<file path="src/rtl/decode_pkg.sv">
// Shared decode definitions: opcode map, control-vector bit positions, ID state encoding.
// No logic; imported by the decode stage, its controller and its interface.
package decode_pkg;

   localparam logic [3:0] OP_NOP  = 4'h0;
   localparam logic [3:0] OP_ADD  = 4'h1;
   localparam logic [3:0] OP_LW   = 4'h5;
   localparam logic [3:0] OP_SW   = 4'h6;
   localparam logic [3:0] OP_BEQ  = 4'h8;
   localparam logic [3:0] OP_J    = 4'h9;
   localparam logic [3:0] OP_STOP = 4'hF;

   // Control vector, MSB first: {Floating, Mov, MemToReg, MemWrite, RegDst, MemRead, Branch, ALUop, RegWrite}
   localparam int CV_WIDTH      = 9;
   localparam int CV_REG_WRITE  = 0;
   localparam int CV_ALU_OP     = 1;
   localparam int CV_BRANCH     = 2;
   localparam int CV_MEM_READ   = 3;
   localparam int CV_REG_DST    = 4;
   localparam int CV_MEM_WRITE  = 5;
   localparam int CV_MEM_TO_REG = 6;
   localparam int CV_MOV        = 7;
   localparam int CV_FLOATING   = 8;

   typedef enum logic {
      RUN  = 1'b0,
      HALT = 1'b1
   } state_t;

endpackage

</file>
<file path="src/rtl/decode_if.sv">
// Fetch->decode and decode->execute valid/ready channels of the ID stage.
// master = surrounding pipeline (fetch + execute), slave = decode stage.
interface decode_if
   import decode_pkg::*;
#(
   parameter int DATA_WIDTH = 16,
   parameter int ADDR_WIDTH = 8,
   parameter int REG_WIDTH  = 4,
   parameter int IMM_WIDTH  = 8
);
   logic                  in_valid;
   logic                  in_ready;
   logic [ADDR_WIDTH-1:0] in_pc;
   logic [DATA_WIDTH-1:0] in_instr;

   logic                  out_valid;
   logic                  out_ready;
   logic [ADDR_WIDTH-1:0] out_pc;
   logic [REG_WIDTH-1:0]  out_rs;
   logic [REG_WIDTH-1:0]  out_rt;
   logic [REG_WIDTH-1:0]  out_rd;
   logic [IMM_WIDTH-1:0]  out_imm;
   logic [CV_WIDTH-1:0]   out_ctrl;

   modport master (
      output in_valid, in_pc, in_instr, out_ready,
      input  in_ready, out_valid, out_pc, out_rs, out_rt, out_rd, out_imm, out_ctrl
   );

   modport slave (
      input  in_valid, in_pc, in_instr, out_ready,
      output in_ready, out_valid, out_pc, out_rs, out_rt, out_rd, out_imm, out_ctrl
   );
endinterface

</file>
<file path="src/rtl/decode_ctrl.sv">
// Opcode -> control vector / jump / stop / r_type; purely combinational, zero latency.
// No handshake; unknown opcodes decode as NOP.
module decode_ctrl
   import decode_pkg::*;
#(
   parameter int OP_WIDTH = 4
) (
   input  logic [OP_WIDTH-1:0] op,
   output logic [CV_WIDTH-1:0] ctrl,
   output logic                jump,
   output logic                stop,
   output logic                r_type
);

   always_comb begin
      ctrl   = '0;
      jump   = 1'b0;
      stop   = 1'b0;
      r_type = 1'b0;
      case (op)
         OP_WIDTH'(OP_ADD): begin
            ctrl[CV_REG_WRITE] = 1'b1;
            ctrl[CV_REG_DST]   = 1'b1;
            ctrl[CV_ALU_OP]    = 1'b1;
            r_type             = 1'b1;
         end
         OP_WIDTH'(OP_LW): begin
            ctrl[CV_REG_WRITE]  = 1'b1;
            ctrl[CV_MEM_READ]   = 1'b1;
            ctrl[CV_MEM_TO_REG] = 1'b1;
         end
         OP_WIDTH'(OP_SW):   ctrl[CV_MEM_WRITE] = 1'b1;
         OP_WIDTH'(OP_BEQ): begin
            ctrl[CV_BRANCH] = 1'b1;
            ctrl[CV_ALU_OP] = 1'b1;
         end
         OP_WIDTH'(OP_J):    jump = 1'b1;
         OP_WIDTH'(OP_STOP): stop = 1'b1;
         default: ;
      endcase
   end

endmodule

</file>
<file path="src/rtl/decode_pipe.sv">
// Instruction decode with 2-entry elastic ID/EX buffer; accept->out_valid one edge, jump/hazard taps combinational.
// in_ready drops when the buffer is full or in HALT, independent of out_ready.
module decode_pipe
   import decode_pkg::*;
#(
   parameter int DATA_WIDTH = 16,
   parameter int ADDR_WIDTH = 8,
   parameter int REG_WIDTH  = 4,
   parameter int OP_WIDTH   = 4,
   parameter int IMM_WIDTH  = 8
) (
   input  logic                 clk,
   input  logic                 rst_n,
   decode_if.slave              bus,
   input  logic                 flush,
   input  logic                 resume,
   output logic                 jump,
   output logic [IMM_WIDTH-1:0] jump_addr,
   output logic [REG_WIDTH-1:0] rs_d,
   output logic [REG_WIDTH-1:0] rt_d,
   output logic                 reg_write_d,
   output logic                 r_type_d,
   output logic                 halted
);

   localparam int RS_MSB = DATA_WIDTH - OP_WIDTH - 1;
   localparam int RT_MSB = RS_MSB - REG_WIDTH;
   localparam int RD_MSB = RT_MSB - REG_WIDTH;

   typedef struct packed {
      logic [ADDR_WIDTH-1:0] pc;
      logic [REG_WIDTH-1:0]  rs;
      logic [REG_WIDTH-1:0]  rt;
      logic [REG_WIDTH-1:0]  rd;
      logic [IMM_WIDTH-1:0]  imm;
      logic [CV_WIDTH-1:0]   ctrl;
   } entry_t;

   entry_t        mem [2];
   entry_t        head;
   entry_t        new_entry;
   logic          wr_ptr;
   logic          rd_ptr;
   logic [1:0]    count;
   state_t        state;

   logic [OP_WIDTH-1:0] op;
   logic [CV_WIDTH-1:0] dec_ctrl;
   logic                dec_jump;
   logic                dec_stop;
   logic                dec_r_type;
   logic                accept;
   logic                push;
   logic                pop;

   assign op = bus.in_instr[DATA_WIDTH-1 -: OP_WIDTH];

   decode_ctrl #(.OP_WIDTH(OP_WIDTH)) u_ctrl (
      .op     (op),
      .ctrl   (dec_ctrl),
      .jump   (dec_jump),
      .stop   (dec_stop),
      .r_type (dec_r_type)
   );

   assign bus.in_ready = rst_n & (state == RUN) & (count != 2'd2);
   assign accept       = bus.in_valid & bus.in_ready;
   // Jumps resolve here and never occupy a slot; a flush drops the accepted word.
   assign push         = accept & ~dec_jump & ~flush;
   assign pop          = bus.out_valid & bus.out_ready;

   assign jump        = accept & dec_jump;
   assign jump_addr   = bus.in_instr[IMM_WIDTH-1:0];
   assign rs_d        = bus.in_instr[RS_MSB -: REG_WIDTH];
   assign rt_d        = bus.in_instr[RT_MSB -: REG_WIDTH];
   assign reg_write_d = bus.in_valid & dec_ctrl[CV_REG_WRITE];
   assign r_type_d    = bus.in_valid & dec_r_type;

   assign new_entry.pc   = bus.in_pc;
   assign new_entry.rs   = bus.in_instr[RS_MSB -: REG_WIDTH];
   assign new_entry.rt   = bus.in_instr[RT_MSB -: REG_WIDTH];
   assign new_entry.rd   = bus.in_instr[RD_MSB -: REG_WIDTH];
   assign new_entry.imm  = bus.in_instr[IMM_WIDTH-1:0];
   assign new_entry.ctrl = dec_ctrl;

   always_ff @(posedge clk or negedge rst_n) begin
      if (!rst_n) begin
         mem[0] <= '0;
         mem[1] <= '0;
         wr_ptr <= 1'b0;
         rd_ptr <= 1'b0;
         count  <= 2'd0;
         state  <= RUN;
      end else begin
         if (flush) begin
            wr_ptr <= 1'b0;
            rd_ptr <= 1'b0;
            count  <= 2'd0;
         end else begin
            if (push) begin
               mem[wr_ptr] <= new_entry;
               wr_ptr      <= ~wr_ptr;
            end
            if (pop)
               rd_ptr <= ~rd_ptr;
            case ({push, pop})
               2'b10:   count <= count + 2'd1;
               2'b01:   count <= count - 2'd1;
               default: ;
            endcase
         end
         case (state)
            RUN:     if (accept && dec_stop && !flush) state <= HALT;
            HALT:    if (resume) state <= RUN;
            default: state <= RUN;
         endcase
      end
   end

   assign head          = mem[rd_ptr];
   assign bus.out_valid = (count != 2'd0);
   assign bus.out_pc    = head.pc;
   assign bus.out_rs    = head.rs;
   assign bus.out_rt    = head.rt;
   assign bus.out_rd    = head.rd;
   assign bus.out_imm   = head.imm;
   assign bus.out_ctrl  = head.ctrl;
   assign halted        = (state == HALT) && (count == 2'd0);

endmodule

</file>
<file path="src/flat_wrapper.sv">
// flat-port wrapper written by rule: the top's interface ports become plain ports
module decode_pipe_flat import decode_pkg::*;
#(
   parameter int DATA_WIDTH = 16,
   parameter int ADDR_WIDTH = 8,
   parameter int REG_WIDTH  = 4,
   parameter int OP_WIDTH   = 4,
   parameter int IMM_WIDTH  = 8
)
  (clk, rst_n, flush, resume, jump, jump_addr, rs_d, rt_d, reg_write_d, r_type_d, halted, bus_in_valid, bus_in_pc, bus_in_instr, bus_out_ready, bus_in_ready, bus_out_valid, bus_out_pc, bus_out_rs, bus_out_rt, bus_out_rd, bus_out_imm, bus_out_ctrl);
  decode_if #(.DATA_WIDTH(DATA_WIDTH), .ADDR_WIDTH(ADDR_WIDTH), .REG_WIDTH(REG_WIDTH), .IMM_WIDTH(IMM_WIDTH)) bus_i ();
  input  logic clk;
  input  logic rst_n;
  input  logic flush;
  input  logic resume;
  output logic jump;
  output logic [IMM_WIDTH-1:0] jump_addr;
  output logic [REG_WIDTH-1:0] rs_d;
  output logic [REG_WIDTH-1:0] rt_d;
  output logic reg_write_d;
  output logic r_type_d;
  output logic halted;
  input wire logic [$bits(bus_i.in_valid)-1:0] bus_in_valid;
  input wire logic [$bits(bus_i.in_pc)-1:0] bus_in_pc;
  input wire logic [$bits(bus_i.in_instr)-1:0] bus_in_instr;
  input wire logic [$bits(bus_i.out_ready)-1:0] bus_out_ready;
  output wire logic [$bits(bus_i.in_ready)-1:0] bus_in_ready;
  output wire logic [$bits(bus_i.out_valid)-1:0] bus_out_valid;
  output wire logic [$bits(bus_i.out_pc)-1:0] bus_out_pc;
  output wire logic [$bits(bus_i.out_rs)-1:0] bus_out_rs;
  output wire logic [$bits(bus_i.out_rt)-1:0] bus_out_rt;
  output wire logic [$bits(bus_i.out_rd)-1:0] bus_out_rd;
  output wire logic [$bits(bus_i.out_imm)-1:0] bus_out_imm;
  output wire logic [$bits(bus_i.out_ctrl)-1:0] bus_out_ctrl;
  assign bus_i.in_valid = bus_in_valid;
  assign bus_i.in_pc = bus_in_pc;
  assign bus_i.in_instr = bus_in_instr;
  assign bus_i.out_ready = bus_out_ready;
  assign bus_in_ready = bus_i.in_ready;
  assign bus_out_valid = bus_i.out_valid;
  assign bus_out_pc = bus_i.out_pc;
  assign bus_out_rs = bus_i.out_rs;
  assign bus_out_rt = bus_i.out_rt;
  assign bus_out_rd = bus_i.out_rd;
  assign bus_out_imm = bus_i.out_imm;
  assign bus_out_ctrl = bus_i.out_ctrl;
  decode_pipe #(.DATA_WIDTH(DATA_WIDTH), .ADDR_WIDTH(ADDR_WIDTH), .REG_WIDTH(REG_WIDTH), .OP_WIDTH(OP_WIDTH), .IMM_WIDTH(IMM_WIDTH)) u_core (.clk(clk), .rst_n(rst_n), .bus(bus_i), .flush(flush), .resume(resume), .jump(jump), .jump_addr(jump_addr), .rs_d(rs_d), .rt_d(rt_d), .reg_write_d(reg_write_d), .r_type_d(r_type_d), .halted(halted));
endmodule
</file>
<file path="config.mk">
export PLATFORM = sky130hd
export DESIGN_NAME = decode_pipe_flat
export DESIGN_NICKNAME = d
export VERILOG_FILES = /design/src/rtl/decode_pkg.sv /design/src/rtl/decode_if.sv /design/src/rtl/decode_ctrl.sv /design/src/rtl/decode_pipe.sv /design/src/flat_wrapper.sv
export SDC_FILE = /design/constraint.sdc
export NUM_CORES = 1
export LEC_CHECK = 0
export ABC_AREA = 1
export BUFFER_PORTS_ARGS = -buffer_cell sky130_fd_sc_hd__buf_2
export CELL_PAD_IN_SITES_DETAIL_PLACEMENT = 0
export CELL_PAD_IN_SITES_GLOBAL_PLACEMENT = 1
export CORE_MARGIN = 2
export CORE_UTILIZATION = 36
export CTS_CLUSTER_DIAMETER = 100
export DETAILED_ROUTE_END_ITERATION = 8
export GPL_ROUTABILITY_DRIVEN = 0
export HOLD_SLACK_MARGIN = 0.06
export PLACE_DENSITY = 0.84
export SYNTH_ARGS = -nofsm -noshare
export SYNTH_HDL_FRONTEND = slang
export SYNTH_SLANG_ARGS = --single-unit
</file>
<file path="constraint.sdc">
create_clock -name clk -period 2 [get_ports clk]
set_clock_uncertainty 0.05 [all_clocks]
set_input_delay 0.3 -clock clk [delete_from_list [all_inputs] [get_ports clk]]
set_output_delay 0.3 -clock clk [all_outputs]
set_load 0.01 [all_outputs]
</file>
==> out/qor.csv, run 1 <==
metric,value,unit
result of the run,"finished, final reports clean",
critical path's top delay family,flip-flops,
NumNets Final,454,
f_max,552,MHz
wire length of the first global-routing pass,10.3,mm
"FF+latch count, synth",57,
PwrDens,1140,nW/um^2
r2r worst-path depth,8,
via count of the first global-routing pass,2209,
leakage,1.84,nW
CP Launch Point,u_core.rd_ptr,
DIE AREA,8680,um^2
minimum period implied by the final worst setup slack,1810,ps
Core Area,7730,um^2
Final Hold Vio Count,0,
I/O pin cnt,89,
maximum buffer depth of the clock tree,2,
largest net degree at the start of global routing,58,
Cell variety after synth,26,
Yosys Warn Count,0,
synthesized instance count,363,
final routed DRC violation total,0,
CTS resizes,0,
maximum level of the CTS H-tree,3,
type of the tightest min-delay check,in2async,
launch instance of the worst register-to-register path,u_core.state,
Final Setup Violations,0,
startpoint kind of the worst setup timing path,flip-flop,
crit path capture type,output port,
initial core utilization,37.0,%
required time at the worst-slack endpoint,1650,ps
TritonCTS sink count,57,
count of pins over their slew limit,0,
cell with the largest stage delay on the worst path,dfrtp_1,
layout cell share with drive strength beyond 1,27.5,%
most frequent standard cell in the layout excluding fill and tap cells,nand2_1,
number of filler instances in the final layout,800,
number of vias per cell after detailed routing,4.56,
Setup CP Type,reg2out,
I/O Buffers,86,
growth of design area from synthesis to finish,19.8,%
antenna cell count,0,
routed via count,2422,
Post-Synthesis Mean Instance Area,7.88,um^2
number of hold buffers added after cts,0,
clk slew on worst S/H paths,60,ps
Vert. Die Dim,93.2,um
stages on the worst setup path,3,
source-to-sink clock delay at the later pin of the worst-skew pair,330,ps
first-pass iteration count of the detailed router,4,
placed wire-length estimate after detailed placement,4.23,mm
Routed Wire Length,6.24,mm
Layout Utilization,44.4,%
floorplan die width,93.2,um
buffer type at the clock tree root,clkbuf_8,
design area,3430,um^2
Std-Cell Rows,32,
DR WL/cell,11.8,um
relative slew slack,52.3,%
pre-CTS worst setup slack,300,ps
accumulated negative setup slack,0,ps
number of buffers created by CTS,9,
total overflow reported by the global router,0,
Placed Area,3180,um^2
total track usage,15.4,%
setup ws final,190,ps
sum of buffers and inverters on the critical path,2,
"Critical Path, Cell by Cell","buf_12, o21ai_0, buf_2",
Crit Path Max Fanout,54,
worst endpoint data arrival time,1460,ps
IR Drop Worst-Case VDD,493,uV
clock tree from TritonCTS,yes,
unrepaired setup endpoints after global routing,false,
largest stage delay on the critical path,400,ps
mapped cell area,2860,um^2
pin slew with the least headroom to its limit,716,ps
MaxCap Viol Count,0,
drt initial violations,106,
# Post-CTS Setup Buffers,0,
fraction of the cycle the final worst path needs,90.5,%
antenna violation net count after detailed routing,0,
sequential area share after synthesis,49.8,%
antenna violations before repair,0,
"leading cell types in the layout, fill and taps excluded","nand2_1, buf_2, dfrtp_1, inv_1, o21ai_0",
## flip-flops by register name, indices dropped and copies added, names as in the netlist
register       cells
u_core.state       1
u_core.mem        52
u_core.count       2
u_core.rd_ptr      1
u_core.wr_ptr      1
## area by class of cell
cell class / instances / area, um^2 / area share, %
timing repair buffer: 91 / 480 / 14.0
tap: 102 / 128 / 3.72
clock buffer: 11 / 141 / 4.12
inverter: 39 / 146 / 4.27
multi-input combinational: 226 / 1000 / 29.3
clock inverter: 5 / 103 / 2.99
sequential: 57 / 1430 / 41.6
## metrics by stage
step | instances | total power [mW] | hold WS (ps)
floorplan | 364 | 2.29 | -45.6
global placement | 515 | 2.59 | 413
detailed placement | 515 | 2.61 | 416
CTS | 531 | 3.95 | 74.7
global route | 531 | 4.16 | 74.6
finish | 531 | 3.90 | 85.4
## routing by layer
| metal | vias to the layer above | share of wire (%) | global-route usage [%] |
|---|---|---|---|
| met2 | 75 | 46 | 24.6 |
| met3 | 8 | 5.2 | 3.79 |
| li1 | 1221 | - | - |
| met4 | 0 | 1.6 | 6.99 |
| met5 | - | 0 | 0 |
| met1 | 1118 | 48 | 19.8 |
## kinds of logic (layout without fill, tap and decap cells)
logic type | count (synthesis) | after routing | share of synthesized area [%]
other cells | 1 | 2 | 0.131
simple gates | 165 | 165 | 24.3
flops | 57 | 57 | 49.8
compound gates | 59 | 59 | 10.5
buf+inv | 81 | 146 | 15.2
## cells in the mapped netlist
library cell  number  area, um^2
nand2_2            2        12.5
o32ai_1            1        8.76
nor2_2             2        12.5
nand2_1          139         522
o21ai_1           25         125
o22ai_1            1        6.26
and2_1             1        6.26
nand2_4            2        22.5
clkbuf_1           6        22.5
a21oi_1            2        10.0
nor2_1             5        18.8
buf_4             32         240
nand4_1            3        18.8
dfrtp_1           57        1430
o21ai_0           30         150
or2_2              1        6.26
nand3_1            1        5.00
inv_2              2        7.51
nand3_4            1        17.5
inv_1             37         139
nor4_1             1        6.26
nor2_4             2        22.5
nor3_1             5        25.0
buf_6              1        11.3
buf_2              3        15.0
conb_1             1        3.75
## path summary, 6_finish.rpt
| kind | endpoint | slack, ps |
|---|---|---|
| min in group clk | u_core.state | 90 |
| max | bus_out_ctrl[3] | 190 |
| min | u_core.mem[66] | 90 |
| max reg2reg | u_core.mem[64] | 350 |
| max in group asynchronous | u_core.rd_ptr | 1340 |
| min reg2reg | u_core.mem[9] | 430 |
## power breakdown
part,leakage [nW],switching (mW),internal (mW)
registers,0.737,0.126,1.44
clock network,0.120,0.459,0.860
logic,0.987,0.615,0.398
total,1.84,1.20,2.70
(Power assumes the default switching activity.)
==> inputs of run 2 (changes only) <==
- ABC_AREA: 1 -> not set
- CELL_PAD_IN_SITES_DETAIL_PLACEMENT: 0 -> not set
- CELL_PAD_IN_SITES_GLOBAL_PLACEMENT: 1 -> not set
- CORE_UTILIZATION: 36 -> 51
- PLACE_DENSITY: 0.84 -> 0.85
==> run 2 against run 1 <==
Critical path depth increased by 2. Critical path type is now reg2reg. Global-route usage increased by 3.0 points. Worst hold slack improved by 49 ps. Sequential power about the same. Sequential share of layout area about the same. Largest power group unchanged. Sequential cell count unchanged. Die area decreased by 29%. Final area decreased by 0.11%. Clock-buffer cell count increased by 2. First-iteration DRC count decreased by 49%.
==> out/qor.csv, run 2 <==
metric,value,unit
total track usage,18.4,%
number of hold buffers added after cts,0,
TritonCTS sink count,57,
DR WL/cell,14.9,um
"leading cell types in the layout, fill and taps excluded","buf_2, mux2_2, dfrtp_1, clkbuf_8, nor2_1",
clk slew on worst S/H paths,60,ps
floorplan die width,78.8,um
DIE AREA,6200,um^2
top cell types by occurrence after synthesis,"mux2_2, dfrtp_1, buf_4, nor2_1, nand2_1",
first-pass iteration count of the detailed router,4,
via count of the first global-routing pass,1840,
f_max,541,MHz
number of vias per cell after detailed routing,5.09,
leakage,1.68,nW
global routing's busiest layer,met2,
NumNets Final,318,
library cell with the largest summed area after synthesis,dfrtp_1,
crit path capture type,flip-flop,
Std-Cell Rows,27,
startpoint kind of the worst setup timing path,flip-flop,
MaxCap Viol Count,0,
source-to-sink clock delay at the later pin of the worst-skew pair,320,ps
Final Hold Vio Count,0,
max reg flops,52,
Post-Synthesis Mean Instance Area,13.0,um^2
initial core utilization,52.4,%
result of the run,"finished, final reports clean",
share of flip-flops with an asynchronous set or reset after synthesis,100,%
count of pins over their slew limit,0,
"FF+latch count, synth",57,
Core Area,5440,um^2
growth of design area from synthesis to finish,20.1,%
Crit Path Max Fanout,8,
I/O Buffers,86,
# Post-CTS Setup Buffers,0,
drt initial violations,54,
Largest regs,"u_core.mem x52, u_core.count x2",
pin slew with the least headroom to its limit,702,ps
relative slew slack,53.2,%
register-to-register path setup slack,150,ps
largest cells by area after synthesis,"dfrtp_1, mux2_2, buf_4",
total overflow reported by the global router,0,
CTS resizes,0,
count of flip-flops with a built-in enable after synthesis,0,
Cell variety after synth,31,
buffer type at the clock tree root,clkbuf_8,
fraction of the cycle the final worst path needs,92.4,%
setup ws final,152,ps
area share of the largest cell type after synthesis,50.0,%
required time at the worst-slack endpoint,2160,ps
layout cell share with drive strength beyond 1,64.4,%
placed wire-length estimate after detailed placement,3.67,mm
antenna violations before repair,0,
met2 demand-to-capacity share in global routing,29.8,%
worst endpoint data arrival time,2010,ps
IR Drop Worst-Case VDD,709,uV
Routed Wire Length,5.43,mm
sequential area share after synthesis,50.0,%
antenna violation net count after detailed routing,0,
most frequent standard cell in the layout excluding fill and tap cells,buf_2,
final routed DRC violation total,0,
routed via count,1852,
antenna cell count,0,
maximum level of the CTS H-tree,3,
minimum period implied by the final worst setup slack,1850,ps
wire length of the first global-routing pass,8.76,mm
Final Setup Violations,0,
CP Launch Point,u_core.state,
PwrDens,1080,nW/um^2
"Primary FF master, synth",dfrtp_1,
number of buffers created by CTS,9,
dominant cell by count in the synthesized netlist,mux2_2,
maximum buffer depth of the clock tree,2,
Vert. Die Dim,78.8,um
synthesized instance count,219,
pre-CTS worst setup slack,179,ps
met3 global-route usage,4.32,%
type of the tightest min-delay check,in2async,
clock tree from TritonCTS,yes,
Placed Area,3200,um^2
largest net degree at the start of global routing,58,
Setup CP Type,reg2reg,
unrepaired setup endpoints after global routing,false,
total power draw,3.69,mW
mapped cell area,2850,um^2
launch instance of the worst register-to-register path,u_core.state,
register name with the most flops,u_core.mem,
met1 routing resource usage after global routing,23.7,%
I/O pin cnt,89,
Yosys Warn Count,0,
accumulated negative setup slack,0,ps
design area,3420,um^2
[run 2: per-layer routing]
| metal | wire [um] | share of wire [%] |
|---|---|---|
| met5 | 0 | 0 |
| met2 | 2610 | 48 |
| met1 | 2440 | 45 |
| met4 | 79 | 1.5 |
| met3 | 308 | 5.7 |
[run 2: kinds of logic after synthesis]
| family | synth area share (%) |
|---|---|
| muxes | 29.6 |
| DFF | 50.0 |
| buffers and inverters | 9.39 |
| and+or+nand+nor | 7.42 |
| AOI/OAI and AO/OA | 2.50 |
| xor gates and xnor gates | 0.922 |
| other | 0.132 |
[run 2: where the power goes]
| group | switching, mW | internal [mW] | leakage, nW | total, mW |
|---|---|---|---|---|
| Sequential | 0.135 | 1.42 | 0.722 | 1.56 |
| Clock | 0.430 | 0.798 | 0.116 | 1.23 |
| Combinational | 0.404 | 0.503 | 0.839 | 0.908 |
[run 2: worst paths after layout]
check | to | cells after the start
min reg2reg | u_core.mem[9] | 1
max reg2reg | u_core.mem[73] | 5
max in group asynchronous | u_core.mem[52] | 2
max | u_core.mem[73] | 5
min in group clk | u_core.state | 2
min | u_core.mem[25] | 2
[run 2: area by class of cell]
cell class                      count  area (um^2)
Inverter                            3         11.3
Tap cell                           72         90.1
Clock inverter                      2         60.1
Clock buffer                       13          169
Fill cell                         454         2010
Multi-Input combinational cell    124         1160
Timing Repair Buffer               93          508
Sequential cell                    57         1430
[run 2: critical path: stages (launching register included)]
cell and delay [ps]:
dfrtp_1 370, nand2b_2 230, nand4bb_1 300, nor3_4 220, buf_4 210, mux2_2 350
[run 2: through the flow]
| stage | utilization, % | instances | hold WS, ps |
|---|---|---|---|
| final | 63.0 | 364 | 134 |
| after global routing | 63.0 | 364 | 129 |
| after CTS | 63.0 | 364 | 128 |
| after detailed placement | 58.8 | 349 | 437 |
| after global placement | 58.8 | 349 | 431 |
| after floorplan | - | 220 | -45.6 |
==> inputs of run 3 (changes only) <==
- REMOVE_ABC_BUFFERS: not set -> 1
==> run 3 against run 2 <==
Utilization shrank 0.58 points. Combinational power decreased by 1%. Fmax increased by 2.3%. First-iteration DRC count fell by 5.6%. Non-clock buffer count rose by 2. Critical path type is now reg2out. Largest power group unchanged.
==> out/qor.csv, run 3 (synthesis results as in run 2) <==
metric,value,unit
result of the run,"finished, final reports clean",
unrepaired setup endpoints after global routing,false,
MaxCap Viol Count,0,
Placed Area,3210,um^2
CTS resizes,0,
Setup CP Type,reg2out,
maximum level of the CTS H-tree,3,
DR WL/cell,14.0,um
routed via count,1848,
Seq pwr share,45.1,%
clock tree from TritonCTS,yes,
setup ws final,194,ps
startpoint kind of the worst setup timing path,flip-flop,
"leading cell types in the layout, fill and taps excluded","buf_2, mux2_2, dfrtp_1, clkbuf_8, nor2_1",
TritonCTS sink count,57,
IR Drop Worst-Case VDD,685,uV
maximum buffer depth of the clock tree,2,
Routed Wire Length,5.11,mm
I/O pin cnt,89,
drt initial violations,51,
# Post-CTS Setup Buffers,0,
clk slew on worst S/H paths,60,ps
placed wire-length estimate after detailed placement,3.64,mm
relative slew slack,53.5,%
net switching power,942,uW
switching power share of the total,27.2,%
buffer type at the clock tree root,clkbuf_8,
register-to-register path setup slack,200,ps
Crit Path Max Fanout,11,
share of power burned in the clock network,29.0,%
design area,3390,um^2
largest stage delay on the critical path,400,ps
final routed DRC violation total,0,
initial core utilization,52.4,%
PwrDens,1020,nW/um^2
Final Hold Vio Count,0,
max reg flops,52,
DIE AREA,6200,um^2
layout cell share with drive strength beyond 1,64.8,%
Core Area,5440,um^2
number of buffers created by CTS,9,
leakage,1.67,nW
total overflow reported by the global router,0,
wire length of the first global-routing pass,8.51,mm
pre-CTS worst setup slack,209,ps
"Critical Path, Cell by Cell","buf_4, mux2_2, buf_2",
Vert. Die Dim,78.8,um
pin slew with the least headroom to its limit,697,ps
crit path capture type,output port,
largest net degree at the start of global routing,58,
first-pass iteration count of the detailed router,4,
floorplan die width,78.8,um
cell with the largest stage delay on the worst path,dfrtp_1,
Std-Cell Rows,27,
total track usage,17.8,%
r2r worst-path depth,5,
Comb power frac,26.0,%
number of hold buffers added after cts,0,
number of vias per cell after detailed routing,5.06,
launch instance of the worst register-to-register path,u_core.state,
source-to-sink clock delay at the later pin of the worst-skew pair,320,ps
NumNets Final,320,
most frequent standard cell in the layout excluding fill and tap cells,buf_2,
growth of design area from synthesis to finish,19.1,%
minimum period implied by the final worst setup slack,1810,ps
I/O Buffers,86,
Final Setup Violations,0,
f_max,554,MHz
antenna cell count,0,
antenna violations before repair,0,
via count of the first global-routing pass,1841,
count of pins over their slew limit,0,
type of the tightest min-delay check,in2async,
antenna violation net count after detailed routing,0,
Largest regs,"u_core.mem x52, u_core.count x2",
fraction of the cycle the final worst path needs,90.3,%
R2R Path End,u_core.mem[41],
Internal,2.52,mW
register name with the most flops,u_core.mem,
worst endpoint data arrival time,1460,ps
required time at the worst-slack endpoint,1650,ps
## run 3: cell count changes in the layout (fill, tap and decap cells not counted), sizes merged
cell and change:
clkbuf -3, clkinv +3, buf +2, bufinv -1
## run 3: routing by layer
layer  vias to the layer above  track usage (%)  wire length [um]
met5                         -                0                 0
met4                         0             7.89                83
met3                         9             3.86               263
met2                        54             29.9              2550
met1                       906             22.2              2220
li1                        879                -                 -
## run 3: power groups by stage
stage	sequential (mW)	clock, mW	combinational [mW]
after floorplan	1.54	0	0.566
after global placement	1.56	0	0.888
after detailed placement	1.58	0	0.911
after CTS	1.56	1.03	0.917
after global routing	1.60	1.08	0.989
final	1.56	1.00	0.899
## run 3: through the flow
step	instances	hold WS [ps]	setup TNS, ps	power (mW)	utilization, %
detailed placement	351	438	0	2.49	59.0
global placement	351	431	0	2.45	59.0
floorplan	184	-45.6	-4240	2.11	-
finish	365	101	0	3.46	62.4
global route	365	126	0	3.67	62.4
CTS	365	120	0	3.51	62.4
## run 3: worst max-delay path, delay by kind of cell (launching register included)
family,cells,cell delay (ps)
flip-flops,1,400
multiplexers,1,370
buffers and inverters,2,360
## run 3: layout make-up
class                   instances  area, um^2
fillers                       461        2050
flip-flops and latches         57        1430
multi-input cells             124        1160
repair buffers                 95         523
clock buffers                  10         138
well taps                      72        90.1
clock inverters                 4        45.0
inverters                       3        11.3
## run 3: how the worst max path moves through the flow
stage	from	endpoint	slack (ps)	depth (start not counted)
floorplan	u_core.state	u_core.mem[46]	-180	4
global placement	u_core.state	u_core.mem[68]	260	5
detailed placement	u_core.state	u_core.mem[72]	210	5
CTS	u_core.rd_ptr	bus_out_imm[2]	170	3
global route	u_core.state	u_core.mem[41]	120	5
finish	u_core.rd_ptr	bus_out_imm[2]	190	3
